<file path="src/rtl/comparator_flags_pkg.sv">
// Shared types and widths for the flag-based comparison decoder.
// The condition-code encoding matches the ARM cond field.
package comparator_flags_pkg;

  localparam int COND_W = 4;
  localparam int FLAG_W = 4;

  typedef enum logic [COND_W-1:0] {
    EQ = 4'd0,
    NE = 4'd1,
    HS = 4'd2,
    LO = 4'd3,
    MI = 4'd4,
    PL = 4'd5,
    VS = 4'd6,
    VC = 4'd7,
    HI = 4'd8,
    LS = 4'd9,
    GE = 4'd10,
    LT = 4'd11,
    GT = 4'd12,
    LE = 4'd13,
    AL = 4'd14,
    NV = 4'd15
  } cond_e;

endpackage

</file>
<file path="src/rtl/comparator_by_flags_decode.sv">
// Purely combinational decode of N/C/V/Z flags from A - B into relations
// and the selected condition code.
module flag_decode
  import comparator_flags_pkg::*;
(
  input  logic              N,
  input  logic              C,
  input  logic              V,
  input  logic              Z,
  input  logic [COND_W-1:0] cond,
  output logic              MaU,
  output logic              MiU,
  output logic              Mag,
  output logic              Min,
  output logic              Eq,
  output logic              cond_true
);

  // Impossible flag combinations are decoded as-is, with no consistency check.
  assign MaU = C & ~Z;
  assign MiU = ~C;
  assign Mag = ~Z & (N ~^ V);
  assign Min = N ^ V;
  assign Eq  = Z;

  always_comb begin
    cond_true = 1'b0;
    case (cond_e'(cond))
      EQ: cond_true = Z;
      NE: cond_true = ~Z;
      HS: cond_true = C;
      LO: cond_true = ~C;
      MI: cond_true = N;
      PL: cond_true = ~N;
      VS: cond_true = V;
      VC: cond_true = ~V;
      HI: cond_true = C & ~Z;
      LS: cond_true = ~C | Z;
      GE: cond_true = N ~^ V;
      LT: cond_true = N ^ V;
      GT: cond_true = ~Z & (N ~^ V);
      LE: cond_true = Z | (N ^ V);
      AL: cond_true = 1'b1;
      NV: cond_true = 1'b0;
      default: cond_true = 1'b0;
    endcase
  end

endmodule

</file>
<file path="src/rtl/comparator_by_flags.sv">
// Registered flag-based comparison decoder: one cycle from flags to relations
// and condition-code result, no combinational input-to-output path.
module comparator_by_flags
  import comparator_flags_pkg::*;
(
  input  logic              clk,
  input  logic              rst_n,
  input  logic              in_valid,
  input  logic              N,
  input  logic              C,
  input  logic              V,
  input  logic              Z,
  input  logic [COND_W-1:0] cond,
  output logic              out_valid,
  output logic              MaU,
  output logic              MiU,
  output logic              Mag,
  output logic              Min,
  output logic              Eq,
  output logic              cond_true
);

  // Handshake: in_valid qualifies N/C/V/Z/cond in the cycle it is high; there is
  // no ready, every valid input is accepted. out_valid is high for exactly the
  // cycle after an accepted input; results hold their last value otherwise.
  logic [FLAG_W-1:0] flags;
  logic              d_mau, d_miu, d_mag, d_min, d_eq, d_cond_true;

  assign flags = {N, C, V, Z};

  flag_decode u_decode (
    .N         (flags[3]),
    .C         (flags[2]),
    .V         (flags[1]),
    .Z         (flags[0]),
    .cond      (cond),
    .MaU       (d_mau),
    .MiU       (d_miu),
    .Mag       (d_mag),
    .Min       (d_min),
    .Eq        (d_eq),
    .cond_true (d_cond_true)
  );

  always_ff @(posedge clk or negedge rst_n) begin
    if (!rst_n) begin
      out_valid <= 1'b0;
      MaU       <= 1'b0;
      MiU       <= 1'b0;
      Mag       <= 1'b0;
      Min       <= 1'b0;
      Eq        <= 1'b0;
      cond_true <= 1'b0;
    end else begin
      out_valid <= in_valid;
      if (in_valid) begin
        MaU       <= d_mau;
        MiU       <= d_miu;
        Mag       <= d_mag;
        Min       <= d_min;
        Eq        <= d_eq;
        cond_true <= d_cond_true;
      end
    end
  end

endmodule

</file>
<file path="config.mk">
export PLATFORM = sky130hd
export DESIGN_NAME = comparator_by_flags
export DESIGN_NICKNAME = d
export VERILOG_FILES = /design/src/rtl/comparator_flags_pkg.sv /design/src/rtl/comparator_by_flags_decode.sv /design/src/rtl/comparator_by_flags.sv
export SDC_FILE = /design/constraint.sdc
export NUM_CORES = 1
export LEC_CHECK = 0
export ABC_AREA = 1
export CAP_MARGIN = 5
export CORE_AREA = 2 2 39 41
export DETAILED_ROUTE_END_ITERATION = 8
export DIE_AREA = 0 0 41 43
export GPL_ROUTABILITY_DRIVEN = 0
export HOLD_SLACK_MARGIN = 0.12
export PLACE_DENSITY = 0.76
export SLEW_MARGIN = 20
export SYNTH_ARGS = -nofsm -noshare
export SYNTH_HDL_FRONTEND = slang
export SYNTH_SLANG_ARGS = --single-unit
</file>
<file path="constraint.sdc">
create_clock -name clk -period 0.8 [get_ports clk]
set_input_delay 0.16 -clock clk [delete_from_list [all_inputs] [get_ports clk]]
set_output_delay 0.16 -clock clk [all_outputs]
set_load 0.01 [all_outputs]
</file>
==> flow_summary_export.csv, run 1 <==
group,metric,value,unit
outcome,status,"finished, violations left",
outcome,violations,"negative setup slack",
pwr,vdd_drop_max,0.665,mV
die,die_x,41,µm
logic_synthesis,synth_cell_types,9,
min_path,holdCritStartpoint,"Z",
setup_path,cp_slowest_cell,"dfrtp_1",
timing,slew-limit-headroom,79.9,%
logic_synthesis,yosysTopAreaCell,"dfrtp_1",
die,core_area,1380,µm²
placed_design,dp_hpwl,954,µm
cells_and_area,num_antenna_cells,0,
cells_and_area,regArea,175,µm²
logic_synthesis,avgSynthCellArea,6.00,µm²
global_route,first_global_vias,516,
global_route,grt_max_degree,8,
global_route,antenna_found_initial,0,
timing,final-max-slew-violation-count,0,
route,dr.pass1.iters,5,
pwr,p_leak,0.492,nW
logic_synthesis,ys_ff_latch,7,
route,route.detailed.drc,0,
logic_synthesis,synth_area,468,µm²
cts,path_clk_slew,0.05,ns
cells_and_area,nNetsFinal,128,
logic_synthesis,yosysSeqAreaShare,37.4,%
timing,timing.final.ws_setup,-0.110,ns
placed_design,placedInstanceArea,747,µm²
timing,rsz0062_at_grt,"true",
logic_synthesis,synth_ff_type,"dfrtp_1",
logic_synthesis,synth_most_common_cell,"nand2_1",
setup_path,cp_slowest_stage_delay,0.37,ns
cells_and_area,final_cells,132,
setup_path,path_delay_family,"flip-flops",
route,num_vias,623,
route,via_per_inst,4.72,
pwr,power_density,1300,nW/µm²
logic_synthesis,synth_common_cells,"nand2_1, inv_1, nand3_1, nor2_1, dfrtp_1",
timing,min_period,0.910,ns
placed_design,placedCellCount,122,
die,rows,14,
run,drv_cap,0,
route,drt_iter0_drc,8,
setup_path,startpoint,"Eq$_DFFE_PN0P_",
die,io_pins,18,
cells_and_area,drive_above_1_share,49.1,%
setup_path,start_kind,"flip-flop",
timing,post-route-period-util,114,%
cts,root_buffer,"clkbuf_4",
logic_synthesis,synthTopCellsByArea,"dfrtp_1, nand2_1, nand3_1, inv_1, nor2_1",
logic_synthesis,ys_warn_count,0,
die,die_area,1760,µm²
cts,htreeDepth,1,
setup_path,path_buf_inv,1,
timing,whs,0.161,ns
timing,tightest_slew,0.300,ns
cells_and_area,multiInputGateArea,315,µm²
cts,cts_sinks,7,
route,wl,1350,µm
timing,hold_violations,0,
placed_design,io_buffers,17,
cells_and_area,design_area,867,µm²
cts,cts_tree,"yes",
placed_design,pre_cts_ws,-0.679,ns
logic_synthesis,netlist_instances,78,
global_route,grtUsageTotal,15.2,%
setup_path,crit_fanout,2,
cts,cts_buffer_depth,2,
logic_synthesis,synthArstFlopShare,100,%
die,initial_utilization,33.8,%
global_route,grt_pass1_wl,1840,µm
route,wl_per_cell,10.2,µm
setup_path,cp_cell_sequence,"buf_2",
setup_path,worstReg2RegStart,"Mag$_DFFE_PN0P_",
cts,clkLatencyLatePin,0.24,ns
setup_path,cp.required,0.64,ns
timing,fin_worst_skew,0,ns
die,fp.dieH,43,µm
global_route,grt_remaining_overflow,0,
route,postRouteAntennaNets,0,
setup_path,cp.arrival,0.75,ns
min_path,min_path_type,"input port to flip-flop",
cells_and_area,fillers,138,
logic_synthesis,syn-num-nets,89,
timing,finalSetupViolCount,9,
logic_synthesis,synth_top_cell_area_share,37.4,%
setup_path,critPathCaptureType,"primary output",
setup_path,critPathKind,"flip-flop to primary output",
timing,max_freq,1100,MHz
cells_and_area,syn2layout_area_growth,85.3,%
logic_synthesis,synth_edf_count,0,
cts,cts_buffers,3,
==> power breakdown <==
part / total [mW] / switching (mW) / internal (mW)
registers: 0.404 / 0.0159 / 0.388
logic: 0.410 / 0.196 / 0.214
clock network: 0.310 / 0.120 / 0.190
total: 1.12 / 0.332 / 0.792
==> sequential cells by signal, indices dropped and copies added, names as in the netlist <==
register	flops
Eq	1
Min	1
cond_true	1
out_valid	1
MiU	1
Mag	1
MaU	1
==> kinds of logic (layout without fill, tap and decap cells) <==
kind of cell	after synthesis	in the layout	synth area share (%)
simple gates	54	54	47.9
flops	7	7	37.4
compound gates	4	4	4.28
buf+inv	13	51	10.4
==> layout make-up <==
| cell class | instances | area share (%) |
|---|---|---|
| multi-input combinational | 58 | 36.4 |
| timing repair buffer | 34 | 31.6 |
| sequential | 7 | 20.2 |
| inverter | 13 | 6.49 |
| clock buffer | 4 | 3.03 |
| tap | 16 | 2.31 |
==> metal layers <==
| layer | vias to the layer above | track usage [%] | routed length [µm] |
|---|---|---|---|
| li1 | 319 | - | - |
| met1 | 276 | 13.7 | 511 |
| met2 | 26 | 28.1 | 717 |
| met3 | 2 | 2.09 | 101 |
| met4 | 0 | 10.0 | 19 |
| met5 | - | 0 | 0 |
==> layout by cell type, fill, tap and decap left out, types with 2 or more instances in the layout <==
cell / count
nand3_2: 3
nand2_4: 2
buf_2: 5
dfrtp_1: 7
buf_4: 19
nor2_2: 3
nand2_1: 27
nand3_1: 9
nor2_1: 4
o21ai_0: 3
clkbuf_4: 3
inv_2: 5
nor2_4: 2
nand2_2: 3
buf_6: 6
inv_1: 6
==> worst paths after layout <==
path | to | slack (ns) | depth (start not counted)
max | Eq | -0.11 | 1
min | Eq$_DFFE_PN0P_ | 0.16 | 3
max reg2reg | Mag$_DFFE_PN0P_ | 0 | 4
min reg2reg | MiU$_DFFE_PN0P_ | 0.51 | 2
max in group asynchronous | Min$_DFFE_PN0P_ | 0.40 | 1
min in group asynchronous | Mag$_DFFE_PN0P_ | 0.17 | 1
==> timing repair <==
item | in CTS | in global routing
cloned | 0 | 0
endpoints found under the setup margin | 13 | 9
pin swaps | 4 | 15
hold buffers | 0 | 0
buffers inserted | 7 | 1
resized for setup | 71 | 30
==> metrics by stage <==
| step | power [mW] | TNS [ns] | util [%] |
|---|---|---|---|
| 6_report | 1.12 | -0.735 | 62.7 |
| 2_1_floorplan | 0.537 | -0.0278 | - |
| 4_1_cts | 1.06 | -0.778 | 55.2 |
| 3_5_place_dp | 0.752 | -4.18 | 54.0 |
| 3_3_place_gp | 0.746 | -4.00 | 54.0 |
| 5_1_grt | 1.19 | -0.987 | 62.7 |
Power figures use the tool's default switching activity.
==> run 2, diff against run 1 <==
Settings changed: CTS_BUF_LIST set to sky130_fd_sc_hd__clkbuf_16.
==> run 2 against run 1 <==
The flow still finishes with violations (negative setup slack). Combinational power rose by 2%. Worst setup slack improved by 0.010 ns. Sequential share of layout area fell by 1.4 points. Total power rose by 48%. Flip-flop and latch count did not move. Sequential power barely moved. Non-clock buffer count did not move. Largest cell class unchanged. Critical endpoint unchanged. Largest power group is now the clock network. Clock power rose to 2.7 times the previous value.
==> flow_summary_export.csv, run 2 (synthesized netlist as in run 1, its figures left out) <==
group,metric,value,unit
outcome,status,"finished, violations left",
outcome,violations,"negative setup slack",
timing,timing.final.ws_setup,-0.0994,ns
pwr,pwr-share-clk,50.2,%
timing,hold_violations,0,
route,postRouteAntennaNets,0,
setup_path,path_buf_inv,1,
setup_path,cp_slowest_cell,"dfrtp_1",
setup_path,path_delay_family,"flip-flops",
timing,final-max-slew-violation-count,0,
pwr,vdd_drop_max,0.817,mV
setup_path,crit_fanout,2,
timing,fin_worst_skew,0,ns
setup_path,r2r_slack,-0.02,ns
route,wl,1440,µm
die,core_area,1380,µm²
cts,clkLatencyLatePin,0.23,ns
min_path,min_path_type,"input port to async pin",
cts,cts_hold_buf,0,
global_route,grtUsageTotal,16.3,%
timing,rsz0062_at_grt,"true",
route,drt_iter0_drc,13,
timing,max_freq,1110,MHz
timing,post-route-period-util,112,%
global_route,grt_pass1_wl,1880,µm
pwr,p_leak,0.523,nW
cts,path_clk_slew,0.04,ns
setup_path,r2r_cells,4,
pwr,power_density,1780,nW/µm²
pwr,p_int,1.26,mW
cells_and_area,drive_above_1_share,49.1,%
cts,root_buffer,"clkbuf_16",
route,route.detailed.drc,0,
cells_and_area,syn2layout_area_growth,99.5,%
cts,cts_tree,"yes",
cells_and_area,final_cells,132,
die,fp.dieH,43,µm
cells_and_area,nNetsFinal,128,
pwr,power_switching_share,24.3,%
placed_design,io_buffers,17,
setup_path,cp.arrival,0.74,ns
route,num_vias,623,
pwr,netSwitchingPower,0.403,mW
global_route,antenna_found_initial,0,
die,rows,14,
timing,slew-limit-headroom,79.2,%
setup_path,cp.required,0.64,ns
setup_path,critPathCaptureType,"primary output",
run,drv_cap,0,
timing,tightest_slew,0.311,ns
placed_design,placedCellCount,122,
route,wl_per_cell,10.9,µm
placed_design,dp_hpwl,954,µm
setup_path,cp_cell_sequence,"buf_2",
pwr,seqPwrFrac,24.5,%
setup_path,worstReg2RegStart,"Mag$_DFFE_PN0P_",
die,die_area,1760,µm²
die,die_x,41,µm
global_route,first_global_vias,510,
cells_and_area,final_util,67.5,%
route,via_per_inst,4.72,
cells_and_area,final_cell_mix,"nand2_1, buf_4, nand3_1",
timing,finalSetupViolCount,9,
die,io_pins,18,
cts,cts_sinks,7,
cts,cts_buffers,3,
cts,cts_buffer_depth,2,
setup_path,critPathKind,"flip-flop to primary output",
global_route,grt_remaining_overflow,0,
placed_design,pre_cts_ws,-0.679,ns
setup_path,cp_slowest_stage_delay,0.37,ns
cells_and_area,final_common_cell,"nand2_1",
cts,htreeDepth,1,
setup_path,start_kind,"flip-flop",
setup_path,r2r_end,"Mag$_DFFE_PN0P_",
route,dr.pass1.iters,4,
timing,tns,-0.651,ns
setup_path,startpoint,"Eq$_DFFE_PN0P_",
global_route,grt_max_degree,8,
pwr,comb_power_share,25.3,%
cells_and_area,num_antenna_cells,0,
pwr,power,1.66,mW
timing,min_period,0.899,ns
die,initial_utilization,33.8,%
-- run 2: area by class of cell --
cell class                      instances  area (µm²)
Clock buffer                            3        75.1
Multi-Input combinational cell         58         320
Inverter                               13        58.8
Tap cell                               16        20.0
Timing Repair Buffer                   34         280
Sequential cell                         7         175
Clock inverter                          1        3.75
Fill cell                             122         450
-- run 2: metrics by stage --
step	hold slack [ns]	instance area, µm²
final	0.188	933
after global routing	0.214	933
after CTS	0.191	813
after detailed placement	0.431	747
after global placement	0.430	747
after floorplan	-0.136	474
-- run 2: worst max-delay path by stage --
stage / endpoint / slack [ns] / depth (start not counted)
after global placement: cond_true$_DFFE_PN0P_ / -0.66 / 10
after floorplan: cond_true$_DFFE_PN0P_ / -0.03 / 10
final: Eq / -0.1 / 1
after CTS: Min / -0.09 / 1
after detailed placement: cond_true$_DFFE_PN0P_ / -0.68 / 10
after global routing: Eq / -0.12 / 1
-- run 2: metal layers --
metal	track usage [%]	wire (µm)
met4	14.0	50
met3	2.09	103
met2	29.4	734
met5	0	0
met1	14.0	551
-- run 2: worst reg2reg max path, cell delays in order, from the launching register on --
cell	delay [ns]
dfrtp_1	0.38
buf_4	0.14
buf_6	0.10
nand2_2	0.05
nand2_1	0.04
-- run 2: what timing repair did --
action,in CTS,in global routing
pin swaps,4,15
endpoints found under the hold margin,0,0
endpoints found under the setup margin,13,9
resized for setup,73,30
buffers inserted,6,2
-- run 2: power groups by stage --
stage               sequential (mW)  combinational, mW  clock, mW
global route                  0.410              0.456      0.863
floorplan                     0.426              0.111          0
detailed placement            0.408              0.344          0
finish                        0.407              0.419      0.834
CTS                           0.401              0.335      0.845
global placement              0.408              0.338          0
==> run 3, diff against run 2 <==
Settings changed: GPL_ROUTABILITY_DRIVEN 0 to unset.
Clock period 0.8 ns to 1 ns, I/O delays scaled along.
==> run 3 against run 2 <==
Cell count is 3.8% lower. Via count is 5.5% lower. The run now ends clean. Cell area is 17% lower. Combinational power is 40% lower. Hold slack better by 0.037 ns. Critical path depth stayed put. Non-clock buffer count is 5 lower. Clock skew stayed put.
==> flow_summary_export.csv, run 3 (synthesized netlist as in run 1, its figures left out) <==
group,metric,value,unit
pwr,netSwitchingPower,0.294,mW
route,postRouteAntennaNets,0,
cells_and_area,final_cell_mix,"nand2_1, nand3_1, buf_4, inv_1, buf_2",
setup_path,cp_slowest_cell,"dfrtp_1",
cts,cts_buffer_depth,2,
die,die_area,1760,µm²
setup_path,cp.arrival,0.74,ns
placed_design,io_buffers,17,
pwr,power_switching_share,23.7,%
route,route.detailed.drc,0,
setup_path,crit_fanout,2,
pwr,seqPwrFrac,26.1,%
cells_and_area,final_common_cell,"nand2_1",
timing,final-max-slew-violation-count,0,
cts,htreeDepth,1,
cells_and_area,multiInputGateArea,270,µm²
timing,whs,0.225,ns
placed_design,dp_hpwl,902,µm
cells_and_area,final_cells,127,
timing,min_period,0.941,ns
pwr,power,1.24,mW
placed_design,gp_congestion,0.847,
setup_path,cp.required,0.80,ns
setup_path,cp_cell_sequence,"buf_2",
die,die_x,41,µm
pwr,vdd_drop_max,0.744,mV
pwr,p_int,0.946,mW
setup_path,critPathCaptureType,"primary output",
timing,max_freq,1060,MHz
cells_and_area,regArea,175,µm²
placed_design,pre_cts_ws,-0.524,ns
global_route,first_global_vias,532,
global_route,grt_max_degree,9,
global_route,grt_remaining_overflow,0,
timing,rsz0062_at_grt,"false",
setup_path,start_kind,"flip-flop",
cts,root_buffer,"clkbuf_16",
cts,cts_hold_buf,0,
cells_and_area,syn2layout_area_growth,66.3,%
cts,cts_sinks,7,
timing,post-route-period-util,94.1,%
cells_and_area,num_antenna_cells,0,
pwr,pwr-share-clk,53.8,%
placed_design,placedCellCount,122,
route,dr.pass1.iters,4,
pwr,comb_power_share,20.2,%
pwr,power_density,1590,nW/µm²
die,core_area,1380,µm²
route,wl,1280,µm
route,drt_iter0_drc,10,
setup_path,path_delay_family,"flip-flops",
timing,timing.final.ws_setup,0.0590,ns
run,drv_cap,0,
route,via_per_inst,4.64,
outcome,status,"finished clean",
cells_and_area,fillers,144,
cells_and_area,drive_above_1_share,37.8,%
die,io_pins,18,
timing,slew-limit-headroom,79.8,%
cts,cts_buffers,3,
route,wl_per_cell,10.0,µm
global_route,grtUsageTotal,17.0,%
cells_and_area,nNetsFinal,123,
global_route,antenna_found_initial,0,
placed_design,placedInstanceArea,741,µm²
min_path,min_path_type,"input port to async pin",
cells_and_area,design_area,778,µm²
die,fp.dieH,43,µm
cts,clkLatencyLatePin,0.23,ns
setup_path,cp_slowest_stage_delay,0.37,ns
setup_path,critPathKind,"flip-flop to primary output",
route,num_vias,589,
cts,path_clk_slew,0.03,ns
setup_path,path_buf_inv,1,
die,rows,14,
pwr,p_leak,0.461,nW
timing,tightest_slew,0.303,ns
die,initial_utilization,33.8,%
timing,fin_worst_skew,0,ns
global_route,grt_pass1_wl,2020,µm
cts,cts_tree,"yes",
timing,hold_violations,0,
timing,finalSetupViolCount,0,
==> run 3: changes by cell type in the layout (fill, tap and decap cells not counted), sizes merged <==
| cell | change |
|---|---|
| clkdlybuf4s50 | +1 |
| clkbuf | +5 |
| dlygate4sd2 | -1 |
| buf | -10 |
==> run 3: timing repair <==
| action | CTS | global route |
|---|---|---|
| pin swaps | 1 | 3 |
| endpoints found under the hold margin | 0 | 0 |
| resized for setup | 50 | 18 |
| buffers inserted | 1 | 0 |
| endpoints found under the setup margin | 11 | 2 |
| cloned | 0 | 0 |
==> run 3: path summary, 6_finish.rpt <==
kind	from	end	slack, ns	cells after the start
max reg2reg	MaU$_DFFE_PN0P_	MaU$_DFFE_PN0P_	0.28	3
max	Min$_DFFE_PN0P_	Min	0.06	1
max in group asynchronous	rst_n	cond_true$_DFFE_PN0P_	0.55	1
min reg2reg	Eq$_DFFE_PN0P_	Eq$_DFFE_PN0P_	0.50	2
min in group clk	Z	Eq$_DFFE_PN0P_	0.26	3
min	rst_n	Mag$_DFFE_PN0P_	0.23	1
==> run 3: layer usage <==
metal  vias to the layer above  wire length (µm)  track usage [%]
met2                        21               673             30.9
met3                         2                88             3.14
met5                         -                 0                0
met1                       258               496             16.9
li1                        308                 -                -
met4                         0                17             8.00
==> run 3: power by group through the flow <==
stage / clock, mW / sequential [mW] / combinational [mW]
after floorplan: 0 / 0.341 / 0.0859
after global placement: 0 / 0.326 / 0.267
after detailed placement: 0 / 0.328 / 0.269
after CTS: 0.673 / 0.323 / 0.251
after global routing: 0.685 / 0.326 / 0.281
final: 0.666 / 0.323 / 0.250
==> run 3: stage by stage <==
stage | setup TNS [ns] | util (%)
3_3_place_gp | -1.86 | 53.5
3_5_place_dp | -2.00 | 53.5
2_1_floorplan | 0 | -
4_1_cts | 0 | 58.1
5_1_grt | 0 | 56.2
6_report | 0 | 56.2
==> run 3: cell type report <==
cell class              instances  share of cell area [%]
multi-input cells              58                    34.7
repair buffers                 29                    23.8
flip-flops and latches          7                    22.5
clock buffers                   3                    9.65
inverters                      13                    6.27
well taps                      16                    2.57
clock inverters                 1                   0.482
